`config.mk`:
```
export PLATFORM = sky130hd
export DESIGN_NAME = sram_frame_arbiter_flat
export DESIGN_NICKNAME = d
export VERILOG_FILES = /design/src/rtl/sram_frame_arbiter_if.sv /design/src/rtl/sram_frame_arbiter.sv /design/src/flat_wrapper.sv
export SDC_FILE = /design/constraint.sdc
export NUM_CORES = 1
export LEC_CHECK = 0
export CAP_MARGIN = 20
export CORE_MARGIN = 4
export CORE_UTILIZATION = 51
export CTS_CLUSTER_SIZE = 30
export DETAILED_ROUTE_END_ITERATION = 8
export PLACE_DENSITY = 0.86
export SKIP_LAST_GASP = 1
export SLEW_MARGIN = 20
export SYNTH_ARGS = -nofsm -noshare
export SYNTH_HDL_FRONTEND = slang
export SYNTH_SLANG_ARGS = --single-unit
```
`constraint.sdc`:
```
create_clock -name iCLK -period 6 [get_ports iCLK]
set_input_delay 1.2 -clock iCLK [delete_from_list [all_inputs] [get_ports iCLK]]
set_output_delay 1.2 -clock iCLK [all_outputs]
set_load 0.05 [all_outputs]
```
`src/rtl/sram_frame_arbiter_if.sv`:
```
// Bundle of every arbiter signal except clock and reset: display fetch, client port,
// clear control and the SRAM pad side. The arbiter takes the slave view; whatever surrounds it
// (VGA controller, walker, pad ring or a bench) takes the master view.
interface sram_frame_arbiter_if #(
    parameter int unsigned X_W    = 10,
    parameter int unsigned Y_W    = 10,
    parameter int unsigned DATA_W = 16
);
    // Display fetch
    logic                 iVGA_REQ;
    logic [X_W-1:0]       iCoord_X;
    logic [Y_W-1:0]       iCoord_Y;
    logic [DATA_W-1:0]    oPIX_DATA;
    logic                 oPIX_MISS;

    // Client port
    logic                 iCL_REQ;
    logic                 iCL_WE;
    logic [X_W-1:0]       iCL_X;
    logic [Y_W-1:0]       iCL_Y;
    logic [DATA_W-1:0]    iCL_WDATA;
    logic                 oCL_ACK;
    logic [DATA_W-1:0]    oCL_RDATA;

    // Frame clear
    logic                 iCLR_START;
    logic [DATA_W-1:0]    iCLR_DATA;
    logic                 oCLR_BUSY;

    // SRAM pads
    logic [X_W+Y_W-1:0]   oSRAM_ADDR;
    logic                 oSRAM_WE_N;
    logic                 oSRAM_OE_N;
    logic                 oSRAM_DQ_OE;
    logic [DATA_W-1:0]    oSRAM_DQ;
    logic [DATA_W-1:0]    iSRAM_DQ;

    modport slave (
        input  iVGA_REQ, iCoord_X, iCoord_Y,
        output oPIX_DATA, oPIX_MISS,
        input  iCL_REQ, iCL_WE, iCL_X, iCL_Y, iCL_WDATA,
        output oCL_ACK, oCL_RDATA,
        input  iCLR_START, iCLR_DATA,
        output oCLR_BUSY,
        output oSRAM_ADDR, oSRAM_WE_N, oSRAM_OE_N, oSRAM_DQ_OE, oSRAM_DQ,
        input  iSRAM_DQ
    );

    modport master (
        output iVGA_REQ, iCoord_X, iCoord_Y,
        input  oPIX_DATA, oPIX_MISS,
        output iCL_REQ, iCL_WE, iCL_X, iCL_Y, iCL_WDATA,
        input  oCL_ACK, oCL_RDATA,
        output iCLR_START, iCLR_DATA,
        input  oCLR_BUSY,
        input  oSRAM_ADDR, oSRAM_WE_N, oSRAM_OE_N, oSRAM_DQ_OE, oSRAM_DQ,
        output iSRAM_DQ
    );
endinterface

```
`src/rtl/sram_frame_arbiter.sv`:
```
// Per-cycle arbiter/sequencer for the single-port async frame SRAM. Shares the SRAM between the
// display scan-out fetch, one client port and a frame-clear engine. All SRAM control pins are
// registered here; every write is followed by a turnaround cycle before the bus is reused.
//
// Client handshake: the request is held until the ACK cycle. During the ACK cycle the client must
// either drop the request or already present its next one; only an operation still in flight
// (issued on the previous edge) blocks a regrant.
module sram_frame_arbiter #(
    parameter int unsigned X_W        = 10,
    parameter int unsigned Y_W        = 10,
    parameter int unsigned DATA_W     = 16,
    parameter int unsigned H_MAX      = 639,
    parameter int unsigned V_MAX      = 479,
    parameter int unsigned STARVE_MAX = 1023
) (
    input  logic                iCLK,
    input  logic                iRST_N,
    sram_frame_arbiter_if.slave bus
);

    localparam int unsigned A_W   = X_W + Y_W;
    localparam int unsigned CNT_W = $clog2(STARVE_MAX + 1);

    // Bus state: what was issued on the most recent edge
    localparam logic [1:0] StIdle = 2'd0;
    localparam logic [1:0] StRd   = 2'd1;
    localparam logic [1:0] StWr   = 2'd2;
    localparam logic [1:0] StTurn = 2'd3;

    // Registered state
    logic [1:0]        state_q, state_d;
    logic              op_cl_q, op_cl_d;        // current RD/WR belongs to the client
    logic [A_W-1:0]    addr_q, addr_d;
    logic              we_n_q, we_n_d;
    logic              oe_n_q, oe_n_d;
    logic              dq_oe_q, dq_oe_d;
    logic [DATA_W-1:0] dq_q, dq_d;
    logic [DATA_W-1:0] pix_data_q, pix_data_d;
    logic              pix_miss_q, pix_miss_d;
    logic [DATA_W-1:0] cl_rdata_q, cl_rdata_d;
    logic              cl_ack_q, cl_ack_d;
    logic [CNT_W-1:0]  starve_q, starve_d;
    logic              clr_busy_q, clr_busy_d;
    logic [X_W-1:0]    clr_x_q, clr_x_d;
    logic [Y_W-1:0]    clr_y_q, clr_y_d;
    logic [DATA_W-1:0] clr_data_q, clr_data_d;

    // Grant decision for the coming edge
    logic cl_inflight;
    logic cl_want;
    logic starve_hit;
    logic g_turn, g_cl, g_vga, g_clr;

    // Fixed-priority grant: turnaround, starved client, display, client, clear
    always_comb begin
        cl_inflight = ((state_q == StRd) || (state_q == StWr)) && op_cl_q;
        cl_want     = bus.iCL_REQ && !cl_inflight;
        starve_hit  = cl_want && (starve_q == CNT_W'(STARVE_MAX));
        g_turn      = 1'b0;
        g_cl        = 1'b0;
        g_vga       = 1'b0;
        g_clr       = 1'b0;
        if (state_q == StWr) begin
            g_turn = 1'b1;
        end else if (starve_hit) begin
            g_cl = 1'b1;
        end else if (bus.iVGA_REQ) begin
            g_vga = 1'b1;
        end else if (cl_want) begin
            g_cl = 1'b1;
        end else if (clr_busy_q && !bus.iCLR_START) begin
            // A restart in this cycle would make the old scan position stale
            g_clr = 1'b1;
        end
    end

    // SRAM command for the coming edge; pins idle (deasserted) unless a read or write is issued
    always_comb begin
        state_d = StIdle;
        op_cl_d = op_cl_q;
        addr_d  = addr_q;
        dq_d    = dq_q;
        we_n_d  = 1'b1;
        oe_n_d  = 1'b1;
        dq_oe_d = 1'b0;
        if (g_turn) begin
            state_d = StTurn;
        end else if (g_vga) begin
            state_d = StRd;
            op_cl_d = 1'b0;
            addr_d  = {bus.iCoord_X, bus.iCoord_Y};
            oe_n_d  = 1'b0;
        end else if (g_cl) begin
            op_cl_d = 1'b1;
            addr_d  = {bus.iCL_X, bus.iCL_Y};
            if (bus.iCL_WE) begin
                state_d = StWr;
                dq_d    = bus.iCL_WDATA;
                dq_oe_d = 1'b1;
                we_n_d  = 1'b0;
            end else begin
                state_d = StRd;
                oe_n_d  = 1'b0;
            end
        end else if (g_clr) begin
            state_d = StWr;
            op_cl_d = 1'b0;
            addr_d  = {clr_x_q, clr_y_q};
            dq_d    = clr_data_q;
            dq_oe_d = 1'b1;
            we_n_d  = 1'b0;
        end
    end

    // Read-data capture, completion/miss pulses and starvation counter
    always_comb begin
        pix_data_d = pix_data_q;
        cl_rdata_d = cl_rdata_q;
        if (state_q == StRd) begin
            if (op_cl_q) begin
                cl_rdata_d = bus.iSRAM_DQ;
            end else begin
                pix_data_d = bus.iSRAM_DQ;
            end
        end
        cl_ack_d   = cl_inflight;
        pix_miss_d = bus.iVGA_REQ && !g_vga;

        starve_d = starve_q;
        if (g_cl) begin
            starve_d = '0;
        end else if (cl_want && (starve_q != CNT_W'(STARVE_MAX))) begin
            starve_d = starve_q + CNT_W'(1);
        end
    end

    // Clear engine: Y scans fastest, BUSY drops on the edge that issues the last pixel
    always_comb begin
        clr_busy_d = clr_busy_q;
        clr_x_d    = clr_x_q;
        clr_y_d    = clr_y_q;
        clr_data_d = clr_data_q;
        if (bus.iCLR_START) begin
            clr_busy_d = 1'b1;
            clr_x_d    = '0;
            clr_y_d    = '0;
            clr_data_d = bus.iCLR_DATA;
        end else if (g_clr) begin
            if (clr_y_q == Y_W'(V_MAX)) begin
                clr_y_d = '0;
                if (clr_x_q == X_W'(H_MAX)) begin
                    clr_x_d    = '0;
                    clr_busy_d = 1'b0;
                end else begin
                    clr_x_d = clr_x_q + X_W'(1);
                end
            end else begin
                clr_y_d = clr_y_q + Y_W'(1);
            end
        end
    end

    // State and pin registers; reset parks the bus and aborts any grant or clear
    always_ff @(posedge iCLK or negedge iRST_N) begin
        if (!iRST_N) begin
            state_q    <= StIdle;
            op_cl_q    <= 1'b0;
            addr_q     <= '0;
            we_n_q     <= 1'b1;
            oe_n_q     <= 1'b1;
            dq_oe_q    <= 1'b0;
            dq_q       <= '0;
            pix_data_q <= '0;
            pix_miss_q <= 1'b0;
            cl_rdata_q <= '0;
            cl_ack_q   <= 1'b0;
            starve_q   <= '0;
            clr_busy_q <= 1'b0;
            clr_x_q    <= '0;
            clr_y_q    <= '0;
            clr_data_q <= '0;
        end else begin
            state_q    <= state_d;
            op_cl_q    <= op_cl_d;
            addr_q     <= addr_d;
            we_n_q     <= we_n_d;
            oe_n_q     <= oe_n_d;
            dq_oe_q    <= dq_oe_d;
            dq_q       <= dq_d;
            pix_data_q <= pix_data_d;
            pix_miss_q <= pix_miss_d;
            cl_rdata_q <= cl_rdata_d;
            cl_ack_q   <= cl_ack_d;
            starve_q   <= starve_d;
            clr_busy_q <= clr_busy_d;
            clr_x_q    <= clr_x_d;
            clr_y_q    <= clr_y_d;
            clr_data_q <= clr_data_d;
        end
    end

    assign bus.oSRAM_ADDR  = addr_q;
    assign bus.oSRAM_WE_N  = we_n_q;
    assign bus.oSRAM_OE_N  = oe_n_q;
    assign bus.oSRAM_DQ_OE = dq_oe_q;
    assign bus.oSRAM_DQ    = dq_q;
    assign bus.oPIX_DATA   = pix_data_q;
    assign bus.oPIX_MISS   = pix_miss_q;
    assign bus.oCL_RDATA   = cl_rdata_q;
    assign bus.oCL_ACK     = cl_ack_q;
    assign bus.oCLR_BUSY   = clr_busy_q;

endmodule

```
`src/flat_wrapper.sv`:
```
// flat-port wrapper written by rule: the top's interface ports become plain ports
module sram_frame_arbiter_flat 
#(
    parameter int unsigned X_W        = 10,
    parameter int unsigned Y_W        = 10,
    parameter int unsigned DATA_W     = 16,
    parameter int unsigned H_MAX      = 639,
    parameter int unsigned V_MAX      = 479,
    parameter int unsigned STARVE_MAX = 1023
)
  (iCLK, iRST_N, bus_iVGA_REQ, bus_iCoord_X, bus_iCoord_Y, bus_oPIX_DATA, bus_oPIX_MISS, bus_iCL_REQ, bus_iCL_WE, bus_iCL_X, bus_iCL_Y, bus_iCL_WDATA, bus_oCL_ACK, bus_oCL_RDATA, bus_iCLR_START, bus_iCLR_DATA, bus_oCLR_BUSY, bus_oSRAM_ADDR, bus_oSRAM_WE_N, bus_oSRAM_OE_N, bus_oSRAM_DQ_OE, bus_oSRAM_DQ, bus_iSRAM_DQ);
  sram_frame_arbiter_if #(.X_W(X_W), .Y_W(Y_W), .DATA_W(DATA_W)) bus_i ();
  input  logic iCLK;
  input  logic iRST_N;
  input wire logic [$bits(bus_i.iVGA_REQ)-1:0] bus_iVGA_REQ;
  input wire logic [$bits(bus_i.iCoord_X)-1:0] bus_iCoord_X;
  input wire logic [$bits(bus_i.iCoord_Y)-1:0] bus_iCoord_Y;
  output wire logic [$bits(bus_i.oPIX_DATA)-1:0] bus_oPIX_DATA;
  output wire logic [$bits(bus_i.oPIX_MISS)-1:0] bus_oPIX_MISS;
  input wire logic [$bits(bus_i.iCL_REQ)-1:0] bus_iCL_REQ;
  input wire logic [$bits(bus_i.iCL_WE)-1:0] bus_iCL_WE;
  input wire logic [$bits(bus_i.iCL_X)-1:0] bus_iCL_X;
  input wire logic [$bits(bus_i.iCL_Y)-1:0] bus_iCL_Y;
  input wire logic [$bits(bus_i.iCL_WDATA)-1:0] bus_iCL_WDATA;
  output wire logic [$bits(bus_i.oCL_ACK)-1:0] bus_oCL_ACK;
  output wire logic [$bits(bus_i.oCL_RDATA)-1:0] bus_oCL_RDATA;
  input wire logic [$bits(bus_i.iCLR_START)-1:0] bus_iCLR_START;
  input wire logic [$bits(bus_i.iCLR_DATA)-1:0] bus_iCLR_DATA;
  output wire logic [$bits(bus_i.oCLR_BUSY)-1:0] bus_oCLR_BUSY;
  output wire logic [$bits(bus_i.oSRAM_ADDR)-1:0] bus_oSRAM_ADDR;
  output wire logic [$bits(bus_i.oSRAM_WE_N)-1:0] bus_oSRAM_WE_N;
  output wire logic [$bits(bus_i.oSRAM_OE_N)-1:0] bus_oSRAM_OE_N;
  output wire logic [$bits(bus_i.oSRAM_DQ_OE)-1:0] bus_oSRAM_DQ_OE;
  output wire logic [$bits(bus_i.oSRAM_DQ)-1:0] bus_oSRAM_DQ;
  input wire logic [$bits(bus_i.iSRAM_DQ)-1:0] bus_iSRAM_DQ;
  assign bus_i.iVGA_REQ = bus_iVGA_REQ;
  assign bus_i.iCoord_X = bus_iCoord_X;
  assign bus_i.iCoord_Y = bus_iCoord_Y;
  assign bus_oPIX_DATA = bus_i.oPIX_DATA;
  assign bus_oPIX_MISS = bus_i.oPIX_MISS;
  assign bus_i.iCL_REQ = bus_iCL_REQ;
  assign bus_i.iCL_WE = bus_iCL_WE;
  assign bus_i.iCL_X = bus_iCL_X;
  assign bus_i.iCL_Y = bus_iCL_Y;
  assign bus_i.iCL_WDATA = bus_iCL_WDATA;
  assign bus_oCL_ACK = bus_i.oCL_ACK;
  assign bus_oCL_RDATA = bus_i.oCL_RDATA;
  assign bus_i.iCLR_START = bus_iCLR_START;
  assign bus_i.iCLR_DATA = bus_iCLR_DATA;
  assign bus_oCLR_BUSY = bus_i.oCLR_BUSY;
  assign bus_oSRAM_ADDR = bus_i.oSRAM_ADDR;
  assign bus_oSRAM_WE_N = bus_i.oSRAM_WE_N;
  assign bus_oSRAM_OE_N = bus_i.oSRAM_OE_N;
  assign bus_oSRAM_DQ_OE = bus_i.oSRAM_DQ_OE;
  assign bus_oSRAM_DQ = bus_i.oSRAM_DQ;
  assign bus_i.iSRAM_DQ = bus_iSRAM_DQ;
  sram_frame_arbiter #(.X_W(X_W), .Y_W(Y_W), .DATA_W(DATA_W), .H_MAX(H_MAX), .V_MAX(V_MAX), .STARVE_MAX(STARVE_MAX)) u_core (.iCLK(iCLK), .iRST_N(iRST_N), .bus(bus_i));
endmodule
```
Yosys cells after proc, flatten, opt, wreduce, memory -nomap -nowiden
Index checks and enable logic that the tools add are counted.

operators by class
  add/subtract/negate cells = 3
  multiply operators = 0
  div/mod/pow operators = 0
  magnitude comparators = 0
  eq/ne operators = 7
  shift operators = 0
  multiplexer cells = 53
  bitwise logic cells = 3
  reductions and logical operators = 22

operators with widths
  kind                                                   count
  2-to-1 mux 10 bit                                      9
  2-to-1 mux 20 bit                                      3
  2-to-1 mux 16 bit                                      3
  2-to-1 mux 1 bit                                       33
  adder 10 x 1 -> 10 bit (second input constant)         3
  equality test 10 bit (second input constant)           2
  equality test 10 x 9 -> 1 bit (second input constant)  1
  2-to-1 mux 2 bit                                       5
  inequality test 10 bit (second input constant)         1
  nonzero test 2 bit                                     5
  AND reduction 2 bit                                    4
  logical AND 1 bit                                      6
  AND reduction 4 bit                                    1
  logical NOT 1 bit                                      3
  NOT 1 bit                                              3
  AND reduction 3 bit                                    1
  nonzero test 3 bit                                     1
  equality test 2 x 1 -> 1 bit (second input constant)   1
  equality test 2 bit (second input constant)            1
  inequality test 2 bit (second input constant)          1
  logical OR 1 bit                                       1

word-level totals
  bits in registers = 123
  bits in latches = 0
  bits in writable memories = 0
  bits in read-only memories = 0
  input port bits = 94
  output and inout bits = 74
  logic and storage cells = 104
  memories kept = 0

Logic depth before layout (Yosys ltp)
  word-level depth = 13
  mapped depth = 10
  gate-level depth less buffers = 9

Least setup slack after synthesis
Ideal clock, no wire load.

  path type = in2reg
  start point = input port bus_iVGA_REQ
  end point = register u_core.clr_y_q[9]
  arrival time = 2.661 ns
  data required time = 5.913 ns
  path slack = 3.252 ns
  cell stages on the path = 6
  cell sequence = buf_6 -> nor4b_4 -> a21boi_4 -> o21ai_2 -> or4_1 -> a211oi_2

between the ends
  word-level cells in the longest chain between the ends = 4

ends and longest elaborated chain
  element                       line                       RTL
  from (decl)                   flat_wrapper.sv:15         input wire logic [$bits(bus_i.iVGA_REQ)-1:0] bus_iVGA_REQ;
  2-to-1 mux 1 bit              sram_frame_arbiter.sv:67   end else if (bus.iVGA_REQ) begin
  2-to-1 mux 1 bit              sram_frame_arbiter.sv:65   end else if (starve_hit) begin
  2-to-1 mux 1 bit              sram_frame_arbiter.sv:63   if (state_q == StWr) begin
  nonzero test 2 bit (no line)  n/a
  to (signal assigned)          sram_frame_arbiter.sv:197  clr_y_q <= clr_y_d;
  to (decl)                     sram_frame_arbiter.sv:45   logic [Y_W-1:0] clr_y_q, clr_y_d;

No other way between the ends.
A chain may end at the register's enable or synchronous reset.

Worst setup path in the final report
Same ends and word-level chain as after synthesis.

==> qor.yml <==
drt_iter0_markers: 320
hold_viol_final: 0
synth_nets: 613
cpMaxStageDelayCell: "clkdlybuf4s50_1"
drcViolationCount: 0
synthXorXnorAreaFrac_pct: 2.69
grt_pass1_wl_um: 24900
wl_met3_um: 907
insertion_delay_ps: 520
drv_slew: 0
placedCellCount: 795
synth_top_family_by_area: "simple AND/OR/NAND/NOR gates"
yosys_warnings: 0
ir_drop_v: 0.000294
top_layer: "met4"
hp-class: "flop to flop"
ant_nets: 0
cts-htree-levels: 4
netlist_area_sq_um: 5550
yosys.area_share.simple_pct: 14.5
skew_ps: 7.24
drv_cap: 0
ys_types: 52
synthAdderAreaFrac_pct: 1.13
clk_root_buffer_cell: "clkbuf_8"
port_buffers: 167
synthToLayoutAreaGrowth_pct: 43.5
ys_seq_elements: 123
met1_length_um: 5900
grt_max_degree: 73
num_antenna_cells: 0
finalSetupTns_ps: 0
core_area_sq_um: 10500
synth.avg_cell_area_sq_um: 10.8
slowest_delay_ps: 600
status: "complete, no violations"
cts.sinks: 123
cts-buffers-inserted: 17
rows: 37
drt-total-wl_um: 15100
period_minus_slack_ps: 3150
dr.pass1.iters: 5
grt_pass1_vias: 4958
setup_violations: 0
crit_arrival_ps: 3580
fin_cells: 826
die_y_um: 112
synth_edf_count: 0
synth_cells: 514
max_slew.worst_pin.slew_ps: 995
endpoint_kind: "flop"
criticalPathCategory: "input port to flop"
fin_crit_sh_pct: 52.5
antenna_found_initial: 0
critPathMaxFanout: 19
relSlewSlack_pct: 33.6
initial_core_util_pct: 53.0
die_w_um: 112
postCtsResizedCells: 0
crit_chain: "clkdlybuf4s50_1 > nor4b_4 > a21boi_4 > o21ai_2 > or4_1 > a211oi_2"
clk_path_buf_depth: 2
ys_seq_area_share_pct: 55.6
globalplace.congestion: 0.882
rsz0062_at_grt: "false"
synth_compound_area_share_pct: 12.3
post-cts-setup-buffers: 0
start_kind: "input port"
p_leak_uw: 0.00332
vias: 4702
synthFlopType: "dfrtp_1"
via_per_inst: 5.69
crit_required_ps: 6430
cts_tree: "built"
finish.net_count: 777
postCtsHoldBufs: 0
worstSetupStartpoint: "bus_iVGA_REQ"
drive_above_1_share_pct: 14.3
rr_startpoint: "u_core.starve_q[0]$_DFFE_PN0P_"
gr-usage-all-layers_pct: 24.7
wl_met2_um: 7870
dieArea_sq_um: 12600
io_pins: 168
fin_util_pct: 76.1
synthArstFlopShare_pct: 100
wire_per_inst_um: 18.3
max_freq_mhz: 318
gr-total-overflow: 0
worstHoldStart: "u_core.bus.oCL_RDATA[14]$_DFFE_PN0P_"
total_power_uw: 3410
dp_hpwl_um: 10300
synth.area.mux_share_pct: 10.3
clkTransAtPathRegs_ps: 60
nFillCells: 689
power_density_nw_per_um2: 429
-- routing by layer --
metal  global-route usage (%)  vias up
li1                         -     2169
met1                     28.4     2296
met2                     43.3      202
met3                     5.44       35
met4                     12.6        0
met5                        0        -
-- where the power goes --
part           switching (uW)  internal, uW  leakage, uW  total, uW
registers                 102          1000      0.00149       1100
logic                     781           443      0.00153       1220
clock network             357           725     0.000305       1080
total                    1240          2170      0.00332       3410
-- Yosys cell counts, types with 2 or more instances --
library cell / n / area (sq um)
or3_1: 3 / 18.8
and4_1: 4 / 35.0
a21o_1: 3 / 22.5
buf_1: 2 / 7.51
clkbuf_1: 15 / 56.3
nor4_1: 3 / 18.8
o21ai_0: 6 / 30.0
nor2_1: 39 / 146
dfstp_2: 2 / 52.6
o22ai_1: 20 / 125
nor3_1: 8 / 40.0
dfrtp_1: 121 / 3030
mux2_2: 48 / 541
mux2i_1: 3 / 30.0
a21oi_1: 40 / 200
nand2_1: 77 / 289
a31oi_1: 23 / 144
nand3_1: 9 / 45.0
o2111ai_1: 3 / 26.3
and3_1: 5 / 31.3
ha_1: 5 / 62.6
buf_6: 5 / 56.3
buf_2: 6 / 30.0
and2_1: 3 / 18.8
xnor2_1: 7 / 61.3
nand2b_1: 4 / 25.0
xor2_1: 10 / 87.6
inv_1: 9 / 33.8
nor4b_1: 2 / 17.5
nand4_1: 7 / 43.8
-- cell type report --
class / count / area, sq um / area share [%]
Timing Repair Buffer: 174 / 1740 / 21.8
Sequential cell: 123 / 3080 / 38.7
Multi-Input combinational cell: 352 / 2300 / 28.9
Tap cell: 136 / 170 / 2.14
Clock buffer: 20 / 435 / 5.47
Inverter: 10 / 37.5 / 0.472
Clock inverter: 11 / 194 / 2.44
-- critical path: cells and delay by family --
family	cells	cell delay, ps
compound gates	3	890
buf+inv	1	600
simple gates	2	880
-- worst paths after layout --
kind                       cells past startpoint  slack (ps)                              endpoint
max                                            6        2850         u_core.clr_y_q[9]$_DFFE_PN0P_
min                                            1         500  u_core.bus.oCL_RDATA[14]$_DFFE_PN0P_
max reg2reg                                    8        3440   u_core.bus.oSRAM_DQ[14]$_DFFE_PN0P_
min reg2reg                                    1         500  u_core.bus.oCL_RDATA[14]$_DFFE_PN0P_
max in group asynchronous                      2        4010   u_core.bus.oCL_RDATA[9]$_DFFE_PN0P_
min in group asynchronous                      1         800  u_core.bus.oSRAM_ADDR[4]$_DFFE_PN0P_
-- placed cells by master (no fill, tap or decap), types with 2 or more instances in the layout --
cell / instances
clkbuf_8: 2
xor2_1: 10
clkbuf_1: 2
clkdlybuf4s50_1: 165
nor4_1: 3
and3_1: 5
nand4_1: 7
and2_1: 3
xnor2_1: 7
mux2i_1: 3
nor2_1: 39
o21ai_0: 5
a21oi_1: 40
dfrtp_1: 121
clkbuf_16: 16
clkinv_2: 2
inv_1: 9
o21ai_2: 2
o2111ai_1: 3
mux2_2: 48
bufinv_16: 5
dfstp_2: 2
and4_1: 4
or3_1: 3
a21boi_4: 2
nor3_1: 8
a21o_1: 3
clkinv_4: 3
nand2b_1: 4
nand2_1: 77
ha_1: 5
nand3_1: 9
buf_4: 7
a31oi_1: 22
nor4b_1: 2
o22ai_1: 20
-- registers in the layout (all words and copies together), names as in the netlist, 2 cells and up --
signal	flops
u_core.bus.oSRAM_DQ	16
u_core.clr_y_q	10
u_core.bus.oCL_RDATA	16
u_core.starve_q	10
u_core.bus.oPIX_DATA	16
u_core.state_q	2
u_core.clr_x_q	10
u_core.clr_data_q	16
u_core.bus.oSRAM_ADDR	20
-- per-stage QoR --
| step | instance area [sq um] | worst slack (ps) | hold slack (ps) |
|---|---|---|---|
| after CTS | 7950 | 2910 | 505 |
| final | 7960 | 2850 | 503 |
| after floorplan | 5550 | 3250 | 460 |
| after global placement | 7290 | 2450 | 486 |
| after global routing | 7960 | 2790 | 515 |
| after detailed placement | 7320 | 2370 | 493 |
-- cell families (layout without fill, tap and decap cells) --
| kind of cell | after synthesis | after routing |
|---|---|---|
| adders and majority gates | 5 | 5 |
| AOI/OAI and AO/OA | 108 | 108 |
| muxes | 51 | 51 |
| xor gates and xnor gates | 17 | 17 |
| DFF | 123 | 123 |
| and+or+nand+nor | 171 | 171 |
| buffers and inverters | 39 | 215 |
Power figures use the tool's default switching activity.
